[config.mk]
export PLATFORM = sky130hd
export DESIGN_NAME = riscv_inst_encoder
export DESIGN_NICKNAME = d
export VERILOG_FILES = /design/src/rtl/riscv_pkg.sv /design/src/rtl/riscv_inst_pack.sv /design/src/rtl/riscv_inst_encoder.sv
export SDC_FILE = /design/constraint.sdc
export NUM_CORES = 1
export LEC_CHECK = 0
export ABC_AREA = 1
export BUFFER_PORTS_ARGS = -buffer_cell sky130_fd_sc_hd__buf_4
export CORE_ASPECT_RATIO = 1.1
export CORE_MARGIN = 2
export CORE_UTILIZATION = 52
export CTS_CLUSTER_DIAMETER = 120
export CTS_CLUSTER_SIZE = 40
export DETAILED_ROUTE_END_ITERATION = 16
export PLACE_DENSITY = 0.88
export SYNTH_ARGS = -nofsm -noshare
export SYNTH_HDL_FRONTEND = slang
export SYNTH_SLANG_ARGS = --single-unit
[constraint.sdc]
create_clock -name clk_i -period 1.9 [get_ports clk_i]
set_input_delay 0.19 -clock clk_i [delete_from_list [all_inputs] [get_ports clk_i]]
set_output_delay 0.19 -clock clk_i [all_outputs]
set_load 0.005 [all_outputs]
[src/rtl/riscv_pkg.sv]
// riscv_pkg: instruction field unions, encoder format/state enums and constants
// shared by the instruction encoder and its packer.
`default_nettype none

package riscv_pkg;

  localparam int INST_SIZE = 32;
  localparam int NUM_FMT   = 7;

  localparam logic [6:0] OP_LUI        = 7'b0110111;
  localparam logic [6:0] OP_OP_IMM     = 7'b0010011;
  localparam logic [6:0] OP_OP_IMM_32  = 7'b0011011;

  localparam logic [31:0]        LI_ROUND  = 32'h0000_0800;
  localparam logic signed [31:0] IMM12_MIN = -32'sd2048;
  localparam logic signed [31:0] IMM12_MAX = 32'sd2047;

  typedef enum logic [$clog2(NUM_FMT)-1:0] {
    ENC_R    = 3'd0,
    ENC_I    = 3'd1,
    ENC_S    = 3'd2,
    ENC_B    = 3'd3,
    ENC_U    = 3'd4,
    ENC_J    = 3'd5,
    ENC_LI32 = 3'd6
  } enc_fmt_t;

  typedef enum logic [0:0] {
    IDLE  = 1'b0,
    LI_LO = 1'b1
  } enc_state_t;

  typedef struct packed {
    logic [6:0] func7;
    logic [4:0] rs2;
    logic [4:0] rs1;
    logic [2:0] func3;
    logic [4:0] rd;
    logic [6:0] opcode;
  } rtype_t;

  typedef struct packed {
    logic [11:0] imm;
    logic [4:0]  rs1;
    logic [2:0]  func3;
    logic [4:0]  rd;
    logic [6:0]  opcode;
  } itype_t;

  typedef struct packed {
    logic [6:0] imm5;
    logic [4:0] rs2;
    logic [4:0] rs1;
    logic [2:0] func3;
    logic [4:0] imm0;
    logic [6:0] opcode;
  } stype_t;

  typedef struct packed {
    logic       imm12;
    logic [5:0] imm5;
    logic [4:0] rs2;
    logic [4:0] rs1;
    logic [2:0] func3;
    logic [3:0] imm1;
    logic       imm11;
    logic [6:0] opcode;
  } btype_t;

  typedef struct packed {
    logic [19:0] imm;
    logic [4:0]  rd;
    logic [6:0]  opcode;
  } utype_t;

  typedef struct packed {
    logic       imm20;
    logic [9:0] imm1;
    logic       imm11;
    logic [7:0] imm12;
    logic [4:0] rd;
    logic [6:0] opcode;
  } jtype_t;

  typedef union packed {
    rtype_t rtype;
    itype_t itype;
    stype_t stype;
    btype_t btype;
    utype_t utype;
    jtype_t jtype;
  } instruction_t;

  // True when all bits selected by mask equal the sign, i.e. v fits the narrower signed field.
  function automatic logic sext_ok(input logic [31:0] v, input logic [31:0] mask);
    return ((v & mask) == 32'd0) || ((v & mask) == mask);
  endfunction

endpackage

`default_nettype wire

[src/rtl/riscv_inst_pack.sv]
// riscv_inst_pack: combinational packer from format plus fields to one 32-bit instruction word.
`default_nettype none

module riscv_inst_pack
  import riscv_pkg::*;
(
  input  enc_fmt_t               fmt,
  input  logic [6:0]             opcode,
  input  logic [2:0]             func3,
  input  logic [6:0]             func7,
  input  logic [4:0]             rd,
  input  logic [4:0]             rs1,
  input  logic [4:0]             rs2,
  input  logic [31:0]            imm,
  output logic [INST_SIZE-1:0]   inst
);

  instruction_t word;

  always_comb begin
    word = '0;
    case (fmt)
      ENC_R: begin
        word.rtype.func7  = func7;
        word.rtype.rs2    = rs2;
        word.rtype.rs1    = rs1;
        word.rtype.func3  = func3;
        word.rtype.rd     = rd;
        word.rtype.opcode = opcode;
      end
      ENC_I: begin
        word.itype.imm    = imm[11:0];
        word.itype.rs1    = rs1;
        word.itype.func3  = func3;
        word.itype.rd     = rd;
        word.itype.opcode = opcode;
      end
      ENC_S: begin
        word.stype.imm5   = imm[11:5];
        word.stype.rs2    = rs2;
        word.stype.rs1    = rs1;
        word.stype.func3  = func3;
        word.stype.imm0   = imm[4:0];
        word.stype.opcode = opcode;
      end
      ENC_B: begin
        word.btype.imm12  = imm[12];
        word.btype.imm5   = imm[10:5];
        word.btype.rs2    = rs2;
        word.btype.rs1    = rs1;
        word.btype.func3  = func3;
        word.btype.imm1   = imm[4:1];
        word.btype.imm11  = imm[11];
        word.btype.opcode = opcode;
      end
      ENC_U: begin
        word.utype.imm    = imm[31:12];
        word.utype.rd     = rd;
        word.utype.opcode = opcode;
      end
      ENC_J: begin
        word.jtype.imm20  = imm[20];
        word.jtype.imm1   = imm[10:1];
        word.jtype.imm11  = imm[11];
        word.jtype.imm12  = imm[19:12];
        word.jtype.rd     = rd;
        word.jtype.opcode = opcode;
      end
      default: word = '0;
    endcase
  end

  assign inst = word;

endmodule

`default_nettype wire

[src/rtl/riscv_inst_encoder.sv]
// riscv_inst_encoder: streams RV64 instruction words from field requests, expanding LI32.
// Optional field legality checking with err_o pulse when RISCV_ENC_CHECK_EN is defined.
`default_nettype none

module riscv_inst_encoder
  import riscv_pkg::*;
(
  input  logic                 clk_i,
  input  logic                 rstn_i,
  input  logic                 req_valid_i,
  output logic                 req_ready_o,
  input  logic [2:0]           req_fmt_i,
  input  logic [6:0]           req_opcode_i,
  input  logic [2:0]           req_func3_i,
  input  logic [6:0]           req_func7_i,
  input  logic [4:0]           req_rd_i,
  input  logic [4:0]           req_rs1_i,
  input  logic [4:0]           req_rs2_i,
  input  logic [31:0]          req_imm_i,
  input  logic                 kill_i,
  output logic                 inst_valid_o,
  input  logic                 inst_ready_i,
  output logic [INST_SIZE-1:0] inst_o,
  output logic                 inst_last_o,
  output logic                 err_o
);

  enc_state_t             state, state_n;
  logic                   valid, valid_n;
  logic [INST_SIZE-1:0]   inst, inst_n;
  logic                   last, last_n;
  logic                   err, err_n;
  logic [4:0]             li_rd, li_rd_n;
  logic [11:0]            li_lo, li_lo_n;

  enc_fmt_t               fmt;
  logic                   fits12;
  logic [31:0]            li_sum;
  logic                   two_word;
  logic                   illegal;
  logic                   accept;

  enc_fmt_t               p_fmt;
  logic [6:0]             p_opcode;
  logic [2:0]             p_func3;
  logic [6:0]             p_func7;
  logic [4:0]             p_rd;
  logic [4:0]             p_rs1;
  logic [4:0]             p_rs2;
  logic [31:0]            p_imm;
  logic [INST_SIZE-1:0]   packed_word;

  assign fmt    = enc_fmt_t'(req_fmt_i);
  assign fits12 = ($signed(req_imm_i) >= IMM12_MIN) && ($signed(req_imm_i) <= IMM12_MAX);
  assign li_sum = req_imm_i + LI_ROUND;

  assign req_ready_o = (state == IDLE) && (!valid || inst_ready_i);
  assign accept      = req_valid_i && req_ready_o && !kill_i;

`ifdef RISCV_ENC_CHECK_EN
  always_comb begin
    illegal = 1'b0;
    case (fmt)
      ENC_I, ENC_S: illegal = !fits12;
      ENC_B:        illegal = req_imm_i[0] || !sext_ok(req_imm_i, 32'hFFFF_F000);
      ENC_J:        illegal = req_imm_i[0] || !sext_ok(req_imm_i, 32'hFFF0_0000);
      ENC_U:        illegal = (req_imm_i[11:0] != 12'd0);
      default:      illegal = 1'b0;
    endcase
  end
`else
  assign illegal = 1'b0;
`endif

  // The single packer is shared: LI_LO feeds it ADDIW, otherwise the (possibly LI32-rewritten) request.
  always_comb begin
    p_fmt    = fmt;
    p_opcode = req_opcode_i;
    p_func3  = req_func3_i;
    p_func7  = req_func7_i;
    p_rd     = req_rd_i;
    p_rs1    = req_rs1_i;
    p_rs2    = req_rs2_i;
    p_imm    = req_imm_i;
    two_word = 1'b0;
    if (state == LI_LO) begin
      p_fmt    = ENC_I;
      p_opcode = OP_OP_IMM_32;
      p_func3  = 3'd0;
      p_rd     = li_rd;
      p_rs1    = li_rd;
      p_imm    = {{20{li_lo[11]}}, li_lo};
    end else if (fmt == ENC_LI32) begin
      p_func3 = 3'd0;
      if (fits12 || (req_rd_i == 5'd0)) begin
        p_fmt    = ENC_I;
        p_opcode = OP_OP_IMM;
        p_rs1    = 5'd0;
      end else begin
        p_fmt    = ENC_U;
        p_opcode = OP_LUI;
        p_imm    = {li_sum[31:12], 12'd0};
        two_word = (req_imm_i[11:0] != 12'd0);
      end
    end
  end

  riscv_inst_pack u_pack (
    .fmt    (p_fmt),
    .opcode (p_opcode),
    .func3  (p_func3),
    .func7  (p_func7),
    .rd     (p_rd),
    .rs1    (p_rs1),
    .rs2    (p_rs2),
    .imm    (p_imm),
    .inst   (packed_word)
  );

  always_comb begin
    state_n = state;
    valid_n = valid;
    inst_n  = inst;
    last_n  = last;
    err_n   = 1'b0;
    li_rd_n = li_rd;
    li_lo_n = li_lo;
    if (kill_i) begin
      valid_n = 1'b0;
      state_n = IDLE;
    end else if (accept) begin
      if (illegal) begin
        valid_n = 1'b0;
        err_n   = 1'b1;
      end else begin
        valid_n = 1'b1;
        inst_n  = packed_word;
        last_n  = !two_word;
        state_n = two_word ? LI_LO : IDLE;
        li_rd_n = req_rd_i;
        li_lo_n = req_imm_i[11:0];
      end
    end else if (valid && inst_ready_i) begin
      if ((state == LI_LO) && !last) begin
        valid_n = 1'b1;
        inst_n  = packed_word;
        last_n  = 1'b1;
      end else begin
        valid_n = 1'b0;
        state_n = IDLE;
      end
    end
  end

  always_ff @(posedge clk_i) begin
    if (!rstn_i) begin
      state <= IDLE;
      valid <= 1'b0;
      inst  <= '0;
      last  <= 1'b0;
      err   <= 1'b0;
      li_rd <= 5'd0;
      li_lo <= 12'd0;
    end else begin
      state <= state_n;
      valid <= valid_n;
      inst  <= inst_n;
      last  <= last_n;
      err   <= err_n;
      li_rd <= li_rd_n;
      li_lo <= li_lo_n;
    end
  end

  assign inst_valid_o = valid;
  assign inst_o       = inst;
  assign inst_last_o  = last;
  assign err_o        = err;

endmodule

`default_nettype wire
==> metrics.cfg <==
[status]
outcome = completed

[pwr]
internal_power_w = 0.00172
p_seq_share_pct = 46.5
p_per_area_nw_per_um2 = 497
ir_worst_vdd_v = 0.000333
leakage_nw = 2.51
p_comb_share_pct = 27.6
p_sw_w = 0.000776
p_clk_share_pct = 25.8
finalPower_w = 0.00250
swShare_pct = 31.1

[place]
dp_slack_ns = -0.121
dp_hpwl_um = 9740
portBuffers = 106
dpl_cell_area_um2 = 4890
gp_congestion = 0.958

[floorplanning]
die_w_um = 83.1
core_um2 = 6630
die_h_um = 91.0
start_util_pct = 54.0
rows = 31
die-area_um2 = 7560
ios = 108

[cts]
insertion_delay_ns = 0.31
cts_setup_buffers = 0
clock-sinks = 52
ctsHoldBuffers = 0
cts_buffers = 5
root_buffer = clkbuf_8
htree_levels = 2
cts.path.max_buffers = 2
clkTransAtPathRegs_ns = 0.10
cts_tree = done

[yosys]
syn_nets = 683
avgSynthCellArea_um2 = 5.87
ys_seq_area_share_pct = 29.1
syn_inst = 610
ys.flop_type = dfxtp_1
synth_cell_types = 35
yosys_warnings = 0
ys_seq_elements = 52
async_reset_ff_share_pct = 0
synth_area_um2 = 3580
synth-edff-count = 0

[layout]
layout-drive-gt1-share_pct = 27.2
diodes = 0
design_area_um2 = 5020
finalNetCount = 841
syn2layout_area_growth_pct = 40.4
fin_util_pct = 75.7

[timing]
fin_worst_skew_ns = 0.00734
final_hold_viol_count = 0
min_period_ns = 1.79
worst_slack_ns = 0.110
slew_violations = 0
post-route-period-util_pct = 94.2
setup_viol = 0
rsz0062_at_grt = true
whs_ns = 0.147
max_freq_mhz = 559

[worst_setup_path]
crit_fanout = 6
worstPathRequired_ns = 2.08
path_class = reg -> reg
start_kind = flip-flop
r2r_start = state$_SDFFE_PP0P_
crit_path_end_kind = flip-flop
startpoint = state$_SDFFE_PP0P_
critical_path_arrival_ns = 1.97

[worst_hold_path]
worstHoldStart = req_opcode_i[6]
min_path_type = in -> reg

[global_route]
grt-ovfl-total = 0
antenna_found_initial = 0
grt_pass1_wl_um = 20900
grt_pass1_vias = 4548
grt_start_max_net_pins = 42
globalRouteTotalUtil_pct = 33.3

[routing]
wl_per_cell_um = 14.6
vias = 4731
postRouteAntennaNets = 0
first_iter_violations = 373
viasPerCell = 5.56
drc = 0
drtPass1Iterations = 6
wirelength_um = 12400

[flow_run]
maxCapViolations = 0

[critical path: stages (launching register included)]
cell and delay, ns:
dfxtp_1 0.35, clkinv_1 0.13, nand2_1 0.10, inv_1 0.05
nand3_1 0.08, inv_1 0.08, a31oi_2 0.23, nor2_4 0.10
nand2_2 0.11, inv_1 0.08, buf_2 0.18, o31ai_1 0.09
a21oi_1 0.09
[cell usage in the layout (no fill, tap or decap), types with 2 or more instances in the layout]
cell      count
nor3_1        7
o211ai_1      8
nand4_1      12
nand2_2       4
a21oi_1      42
clkbuf_8      5
nor3_4        2
a22oi_1       5
nor4_1        5
nor2_2        7
a31oi_1       2
xnor2_1       2
clkinv_1      2
inv_2         4
nor2_1       73
a21boi_0      4
o31ai_1       6
o21ai_1       8
nand2_1     194
nand2_4       2
nand3_1      32
buf_4       173
nand3_2       2
o21ai_0      48
buf_6         2
inv_1        50
dfxtp_1      52
o21bai_1      2
[cell type report]
| cell class | instances | area (µm²) |
|---|---|---|
| inverters | 56 | 210 |
| well taps | 82 | 103 |
| repair buffers | 177 | 1350 |
| fillers | 534 | 1610 |
| flip-flops and latches | 52 | 1040 |
| multi-input cells | 476 | 2240 |
| clock inverters | 2 | 13.8 |
| clock buffers | 6 | 72.6 |
[repair_timing]
| action | CTS | global route |
|---|---|---|
| endpoints found under the setup margin | 0 | 22 |
| resized for setup | 0 | 9 |
| hold endpoints to repair | 0 | 0 |
[worst paths after layout]
check,endpoint,slack (ns),depth (start not counted)
max,inst_o[0]$_SDFFE_PN0P_,0.11,12
min,inst_o[6]$_SDFFE_PN0P_,0.15,3
max reg2reg,inst_o[0]$_SDFFE_PN0P_,0.11,12
min reg2reg,li_lo[7]$_SDFFE_PN0P_,0.45,2
[cell families (layout without fill, tap and decap cells)]
family          count (synthesis)  in the layout  synth area share (%)
other cells                     1              1                 0.105
fa+ha+maj                       1              1                 0.350
xor+xnor                        2              2                 0.490
buf+inv                        82            241                  9.23
compound gates                129            129                  20.1
simple gates                  343            343                  40.6
flops                          52             52                  29.1
[metrics by stage]
step | instances | setup TNS, ns
after floorplan | 610 | 0
after global placement | 842 | -0.154
after detailed placement | 842 | -0.577
after CTS | 850 | 0
after global routing | 851 | -0.0583
final | 851 | 0
[synth_stat cells, drive strengths merged, types with 8 or more instances]
master | n | area, µm²
nand2 | 200 | 773
nor2 | 81 | 324
o21ai | 56 | 280
inv | 54 | 203
dfxtp | 52 | 1040
a21oi | 43 | 219
nand3 | 34 | 180
clkbuf | 17 | 63.8
nand4 | 12 | 75.1
nor3 | 10 | 61.3
buf | 9 | 56.3
o211ai | 8 | 60.1
[routing by layer]
layer	wire [µm]	share of wire [%]	GRT usage, %	vias to the layer above
met5	0	0	0	-
met4	248	2.0	9.43	0
met3	1140	9.2	4.82	26
met2	5930	48	58.3	263
met1	5070	41	42.5	2130
li1	-	-	-	2312
[state kept, by name (all words and copies together) (netlist names)]
register and count:
inst_last_o 1, inst_o 32, inst_valid_o 1, li_lo 12
li_rd 5, state 1
[power by group through the flow]
stage                     Sequential, W  Combinational [W]  Clock (W)
after detailed placement        0.00119           0.000667          0
final                           0.00116           0.000690   0.000645
after global routing            0.00117           0.000761   0.000695
after floorplan                 0.00119           0.000308          0
after CTS                       0.00116           0.000671   0.000665
after global placement          0.00119           0.000655          0
No activity file was read; power rests on OpenSTA's default activity.
